==> src/rtl/window_collector_26p.sv <==
// -----------------------------------------------------------------------------
// window_collector_26p
//
// Purpose:
//   Gathers a serial stream of DATA_W-bit sample words into one window of
//   TAPS+1 words. Words 0..TAPS-1 are packed into out_25P (word 0 in the LSBs)
//   and word TAPS becomes out_bias, ready to feed an adder tree. A
//   valid/ready handshake on both sides lets windows stream back-to-back with
//   no bubble when the consumer keeps up. A second internal copy of a finished
//   window is held (state FULL) while the output slot is still occupied.
//
// Ports:
//   clk         in   single clock, rising edge
//   rst         in   synchronous active-high reset
//   clear       in   synchronous discard of any partial or held window
//   in_data     in   [DATA_W]       serial sample word
//   in_valid    in   in_data is valid
//   in_ready    out  a word is accepted this cycle
//   out_25P     out  [TAPS*DATA_W]  packed lanes 0..TAPS-1
//   out_bias    out  [DATA_W]       bias word (word TAPS)
//   out_valid   out  out_25P/out_bias hold a complete window
//   out_ready   in   downstream consumes the window this cycle
//   out_ref_sum out  [DATA_W]       modulo-2^DATA_W sum of all window words
//                    (present only when WINDOW_COLLECTOR_SUM_EN is defined)
//
// Configuration macro: WINDOW_COLLECTOR_SUM_EN
// -----------------------------------------------------------------------------
module window_collector_26p #(
    parameter int DATA_W = 16,
    parameter int TAPS   = 25
) (
    input  logic                   clk,
    input  logic                   rst,
    input  logic                   clear,
    input  logic [DATA_W-1:0]      in_data,
    input  logic                   in_valid,
    output logic                   in_ready,
    output logic [TAPS*DATA_W-1:0] out_25P,
    output logic [DATA_W-1:0]      out_bias,
    output logic                   out_valid,
`ifdef WINDOW_COLLECTOR_SUM_EN
    output logic [DATA_W-1:0]      out_ref_sum,
`endif
    input  logic                   out_ready
);

    localparam int CNT_W = $clog2(TAPS + 1);

    typedef enum logic {
        COLLECT = 1'b0,
        FULL    = 1'b1
    } state_e;

    state_e                 state_q, state_d;
    logic [CNT_W-1:0]       cnt_q, cnt_d;
    logic [TAPS*DATA_W-1:0] lanes_q, lanes_d;
    logic [DATA_W-1:0]      bias_q, bias_d;
    logic [TAPS*DATA_W-1:0] outLanes_q, outLanes_d;
    logic [DATA_W-1:0]      outBias_q, outBias_d;
    logic                   outValid_q, outValid_d;
`ifdef WINDOW_COLLECTOR_SUM_EN
    logic [DATA_W-1:0]      sumAcc_q, sumAcc_d;
    logic [DATA_W-1:0]      outSum_q, outSum_d;
`endif

    logic slotFree;
    logic accept;
    logic lastWord;

    // The slot can take a new window if it is empty or being drained now.
    assign slotFree = !outValid_q || out_ready;
    assign in_ready = !rst && (state_q == COLLECT);
    assign accept   = in_valid && in_ready;
    assign lastWord = (cnt_q == CNT_W'(TAPS));

    // Next-state logic. Clear takes priority over everything on the input
    // side (including a held FULL window and a simultaneous accept) but never
    // touches a window already sitting on the output. In COLLECT, the output
    // drop on out_ready is written first so a same-edge load overrides it.
    always_comb begin
        state_d    = state_q;
        cnt_d      = cnt_q;
        lanes_d    = lanes_q;
        bias_d     = bias_q;
        outLanes_d = outLanes_q;
        outBias_d  = outBias_q;
        outValid_d = outValid_q;
`ifdef WINDOW_COLLECTOR_SUM_EN
        sumAcc_d   = sumAcc_q;
        outSum_d   = outSum_q;
`endif
        if (clear) begin
            state_d = COLLECT;
            cnt_d   = '0;
            if (out_ready) begin
                outValid_d = 1'b0;
            end
        end else if (state_q == FULL) begin
            if (slotFree) begin
                outLanes_d = lanes_q;
                outBias_d  = bias_q;
                outValid_d = 1'b1;
`ifdef WINDOW_COLLECTOR_SUM_EN
                outSum_d   = sumAcc_q;
`endif
                state_d    = COLLECT;
            end
        end else begin
            if (out_ready) begin
                outValid_d = 1'b0;
            end
            if (accept) begin
`ifdef WINDOW_COLLECTOR_SUM_EN
                // Word 0 restarts the running sum, so stale totals never leak.
                sumAcc_d = ((cnt_q == '0) ? '0 : sumAcc_q) + in_data;
`endif
                if (lastWord) begin
                    bias_d = in_data;
                    cnt_d  = '0;
                    if (slotFree) begin
                        // Bias bypasses bias_q so the window lands in one cycle.
                        outLanes_d = lanes_q;
                        outBias_d  = in_data;
                        outValid_d = 1'b1;
`ifdef WINDOW_COLLECTOR_SUM_EN
                        outSum_d   = sumAcc_d;
`endif
                    end else begin
                        state_d = FULL;
                    end
                end else begin
                    for (int k = 0; k < TAPS; k++) begin
                        if (cnt_q == CNT_W'(k)) begin
                            lanes_d[k*DATA_W +: DATA_W] = in_data;
                        end
                    end
                    cnt_d = cnt_q + 1'b1;
                end
            end
        end
    end

    // State and data registers with synchronous reset.
    always_ff @(posedge clk) begin
        if (rst) begin
            state_q    <= COLLECT;
            cnt_q      <= '0;
            lanes_q    <= '0;
            bias_q     <= '0;
            outLanes_q <= '0;
            outBias_q  <= '0;
            outValid_q <= 1'b0;
`ifdef WINDOW_COLLECTOR_SUM_EN
            sumAcc_q   <= '0;
            outSum_q   <= '0;
`endif
        end else begin
            state_q    <= state_d;
            cnt_q      <= cnt_d;
            lanes_q    <= lanes_d;
            bias_q     <= bias_d;
            outLanes_q <= outLanes_d;
            outBias_q  <= outBias_d;
            outValid_q <= outValid_d;
`ifdef WINDOW_COLLECTOR_SUM_EN
            sumAcc_q   <= sumAcc_d;
            outSum_q   <= outSum_d;
`endif
        end
    end

    assign out_25P   = outLanes_q;
    assign out_bias  = outBias_q;
    assign out_valid = outValid_q;
`ifdef WINDOW_COLLECTOR_SUM_EN
    assign out_ref_sum = outSum_q;
`endif

endmodule

==> config.mk <==
export PLATFORM = sky130hd
export DESIGN_NAME = window_collector_26p
export DESIGN_NICKNAME = d
export VERILOG_FILES = /design/src/rtl/window_collector_26p.sv
export SDC_FILE = /design/constraint.sdc
export NUM_CORES = 2
export LEC_CHECK = 0
export ABC_AREA = 1
export CORE_MARGIN = 2
export CORE_UTILIZATION = 43
export DETAILED_ROUTE_END_ITERATION = 10
export GPL_TIMING_DRIVEN = 0
export PLACE_DENSITY = 0.63
export SYNTH_ARGS = -nofsm -noshare
export SYNTH_HDL_FRONTEND = slang
export SYNTH_SLANG_ARGS = --single-unit
export TNS_END_PERCENT = 100
==> constraint.sdc <==
create_clock -name clk -period 3.3 [get_ports clk]
set_input_delay 0.495 -clock clk [delete_from_list [all_inputs] [get_ports clk]]
set_output_delay 0.495 -clock clk [all_outputs]
set_load 0.01 [all_outputs]
[Yosys cells after proc, flatten, opt, wreduce, memory -nomap -nowiden]
Cells that the tools add are included.
Cells by class
  order comparisons: 0
  mux-type cells: 21
  multipliers: 0
  add/subtract/negate cells: 1
  reduce and logical (&&, ||, !) cells: 38
  bitwise logic cells: 3
  equality and inequality tests: 26
  divide/modulo/power cells: 0
  shifts and indexed selects: 0
Operator list (number)
  two-way mux 400 bit: 4
  AND reduction 5 bit: 25
  two-way mux 16 bit: 5
  == test 5 bit (second input constant): 10
  == test 5 x 4 -> 1 bit (second input constant): 8
  == test 5 x 3 -> 1 bit (second input constant): 4
  two-way mux 1 bit: 11
  == test 5 x 2 -> 1 bit (second input constant): 2
  AND reduction 4 bit: 2
  adder 5 x 1 -> 5 bit (second input constant): 1
  == test 5 x 1 -> 1 bit (second input constant): 1
  logical NOT 5 bit: 1
  two-way mux 5 bit: 1
  nonzero test 2 bit: 2
  != test 3 x 2 -> 1 bit (second input constant): 1
  NOT 1 bit: 3
  AND reduction 3 bit: 1
  logical AND 1 bit: 2
  logical NOT 1 bit: 2
  AND reduction 2 bit: 1
  OR reduction 2 bit: 1
  logical OR 1 bit: 1
Word-level totals
  bits in writable memories: 0
  output and inout bits: 418
  memory bits (read-only): 0
  memories: 0
  flip-flop bits (word level): 839
  word-level logic and storage cells: 120
  latch bits: 0

[Longest topological paths before layout]
  depth after elaboration: 7
  mapped depth: 10
  mapped depth without buffers: 8

[Least setup slack after synthesis]
No wires, ideal clock.
  kind: input to register
  start: in rst
  end: reg outLanes_q[160] (netlist: out_25P[160])
  buffers on the path: 4
  path slack: 1.486 ns
  required time: 3.168 ns
  setup time: 0.132 ns
  data arrival time: 1.682 ns
  stages: 10
  cell sequence: buf_2 nor2_4 nand2_4 nand2_2 nand3_1 buf_4 buf_4 buf_2 nand2_1 a21oi_1
Between the ends
  cells in the longest elaborated chain, start to end: 5
Ends and longest elaborated chain
  start: declaration: RTL line 33  | input logic rst,
  logical NOT 1 bit: RTL line 72  | assign in_ready = !rst && (state_q == COLLECT);
  logical AND 1 bit: RTL line 72
  net in_ready: RTL line 37  | output logic in_ready,
  logical AND 1 bit: RTL line 73  | assign accept = in_valid && in_ready;
  nonzero test 2 bit (no source line)
  AND reduction 3 bit (no source line)
  end signal: assignment: RTL line 162  | outLanes_q <= outLanes_d;
  end: declaration: RTL line 58  | logic [TAPS*DATA_W-1:0] outLanes_q, outLanes_d;
The timed path passes the listed nets, and every way through them passes these cells.
A chain may end at the register's enable or synchronous reset.

[Worst setup path after layout]
  start: reg cnt_q[1]
  end: reg lanes_q[127]
Between the ends
  cells in the longest elaborated chain, start to end: 3
  elaborated cells between the ends (all ways): 4
Ends and longest elaborated chain
  start: declaration: RTL line 55  | logic [CNT_W-1:0] cnt_q, cnt_d;
  start signal: assignment: RTL line 159  | cnt_q <= cnt_d;
  == test 5 bit: RTL line 74  | assign lastWord = (cnt_q == CNT_W'(TAPS));
  NOT 1 bit (no source line)
  AND reduction 5 bit (no source line) *
  end signal: assignment: RTL line 160  | lanes_q <= lanes_d;
  end: declaration: RTL line 56  | logic [TAPS*DATA_W-1:0] lanes_q, lanes_d;
Every way passes the cells marked *; elsewhere a longest branch is shown, timed or not.

==> reports/qor.yml <==
ir_drop_uv: 317
p_per_area_nw_per_um2: 503
drive_gt1_frac: 0.0734
drc: 0
yosysWarnings: 0
clk_latency_ns: 0.64
rsz0062_at_grt: "no"
finalNetCount: 4982
crit_required_ns: 3.82
die_area_um2: 79500
antenna_found_initial: 1
rr_startpoint: "cnt_q[1]$_SDFFE_PP0P_"
die_x_um: 282
netlist_top_cells_area: "dfxtp_1 (51%), nand2_1 (10%), nor2_1 (9.9%)"
tightest_slew_ns: 1.27
maxCapViolations: 0
max_slew_margin: 0.151
grtUsageTotal: 0.282
hold_viol: 0
worstPathArrival_ns: 3.29
area_delta_synth_final_pct: 25.5
synth_top_area_share: 0.506
cts_resized: 0
gp_congestion: 0.883
critical_path_class: "reg -> reg"
hpwlAfterDp_um: 83200
cts.sinks: 839
clock_skew_ns: 0.0146
core_um2: 76200
leakagePower_uw: 0.0154
setup_viol: 0
holdWs_ns: 0.456
vias: 31418
hold_path_class: "in -> reg"
path_max_fanout: 10
cts-root-buf: "clkbuf_16"
period_share: 0.840
path_clk_slew_ns: 0.06
grt_pass1_vias: 28742
dpl_worst_slack_ns: 0.256
synth_cell_types: 30
drt_iter0_markers: 2606
slew_viol_final: 0
startpoint_type: "flip-flop"
die_h_um: 282
timing.fmax_mhz: 361
cts-htree-levels: 3
r2r-end: "lanes_q[127]$_SDFFE_PP0P_"
rows: 101
fin_tns_setup_ns: 0
clock_path_buffers: 3
portBuffers: 437
outcome: "finished clean"
ys_ff_latch: 839
yosysSeqAreaShare: 0.506
hp-start: "rst"
nFillCells: 7521
reg2reg_depth: 9
synth_nets: 4455
cp-end-kind: "flip-flop"
io_pins: 439
vias_per_cell: 5.20
synth_area_um2: 33200
worst_slack_ns: 0.530
initial_utilization: 0.436
wl_um: 116000
synth_area_leader_cell: "dfxtp_1"
synth.avg_cell_area_um2: 7.50
first_pass_iters: 6
ctsHoldBuffers: 0
startpoint: "cnt_q[1]$_SDFFE_PP0P_"
ant_nets: 0
wl_per_cell_um: 19.1
post_cts.repair.setup_buffers: 0
period_needed_ns: 2.77
cts_tree: "done"
synthCells: 4429
cts_made_buffers: 88
final_common_cell: "nand2_1"
grt_max_degree: 14
crit_end: "lanes_q[127]$_SDFFE_PP0P_"
final_cell_mix: "nand2_1 (895), nor2_1 (878), dfxtp_1 (839)"
grt_pass1_wl_um: 171000
reg2reg_slack_ns: 0.53
grt_overflow_total: 0
metal layers:
metal	routed length, um	track usage
met2	53000	0.460
met3	7280	0.0397
met1	51700	0.382
met4	3820	0.0986
met5	0	0
registers in the layout, summed over array words and instances (netlist names):
| signal | cells |
|---|---|
| out_bias | 16 |
| state_q | 1 |
| out_25P | 400 |
| out_valid | 1 |
| bias_q | 16 |
| cnt_q | 5 |
| lanes_q | 400 |
power breakdown:
group,switching [uW],internal [uW],leakage [uW]
logic,777,183,0.00729
clock network,4150,5700,0.00138
registers,7.98,10100,0.00676
per-stage QoR:
stage / power, uW / area, um2 / instances / utilization
global route: 21500 / 41700 / 6046 / 0.547
floorplan: 10900 / 33200 / 4429 / -
finish: 21000 / 41700 / 6047 / 0.547
CTS: 21000 / 41700 / 6046 / 0.547
global placement: 11300 / 38900 / 5896 / 0.510
detailed placement: 11300 / 38900 / 5896 / 0.510
worst min-delay path by stage:
stage	cells past startpoint	slack (ns)	end
6_report	4	0.46	cnt_q[0]$_SDFFE_PP0P_
5_1_grt	2	0.48	out_25P[344]$_SDFFE_PP0P_
4_1_cts	4	0.44	cnt_q[0]$_SDFFE_PP0P_
3_5_place_dp	2	0.45	out_25P[22]$_SDFFE_PP0P_
3_3_place_gp	2	0.45	out_25P[399]$_SDFFE_PP0P_
2_1_floorplan	2	0.45	lanes_q[10]$_SDFFE_PP0P_
cells in the mapped netlist, drive strengths merged:
cell      n
buf     236
nand3   357
o21ai    18
ha        5
nand4   420
nand2   898
xnor2     1
xor2      1
inv     133
nor3      5
nor2    920
clkbuf  175
clkinv    1
dfxtp   839
o22ai     1
a21oi   419
area by class of cell:
type                       instances  area [um2]  area share
sequential                       839       16800       0.403
clock inverter                    22         243     0.00582
inverter                         134         508      0.0122
antenna                            1        2.50   0.0000600
tap                             1030        1290      0.0309
timing repair buffer             437        4370       0.105
clock buffer                     128        2570      0.0618
multi-input combinational       3045       14000       0.336
buffer                           411        1910      0.0459
worst max-delay path: stages (launching register included):
cell	delay, ns
dfxtp_1	0.40
inv_1	0.08
ha_1	0.27
nand4_4	0.20
nand2_1	0.11
nor2_4	0.38
clkbuf_1	0.84
nand3_1	0.20
nand2_1	0.13
nor2_1	0.05
logic make-up (layout without fill, tap and decap cells):
| group | Yosys count | in the layout | synth area share |
|---|---|---|---|
| and+or+nand+nor | 2600 | 2600 | 0.353 |
| adders and majority gates | 5 | 5 | 0.00188 |
| DFF | 839 | 839 | 0.506 |
| buffers and inverters | 545 | 1132 | 0.0729 |
| AOI/OAI and AO/OA | 438 | 438 | 0.0660 |
| xor gates and xnor gates | 2 | 2 | 0.000528 |
| other | 0 | 1 | 0 |
No activity file was read; power rests on OpenSTA's default activity.
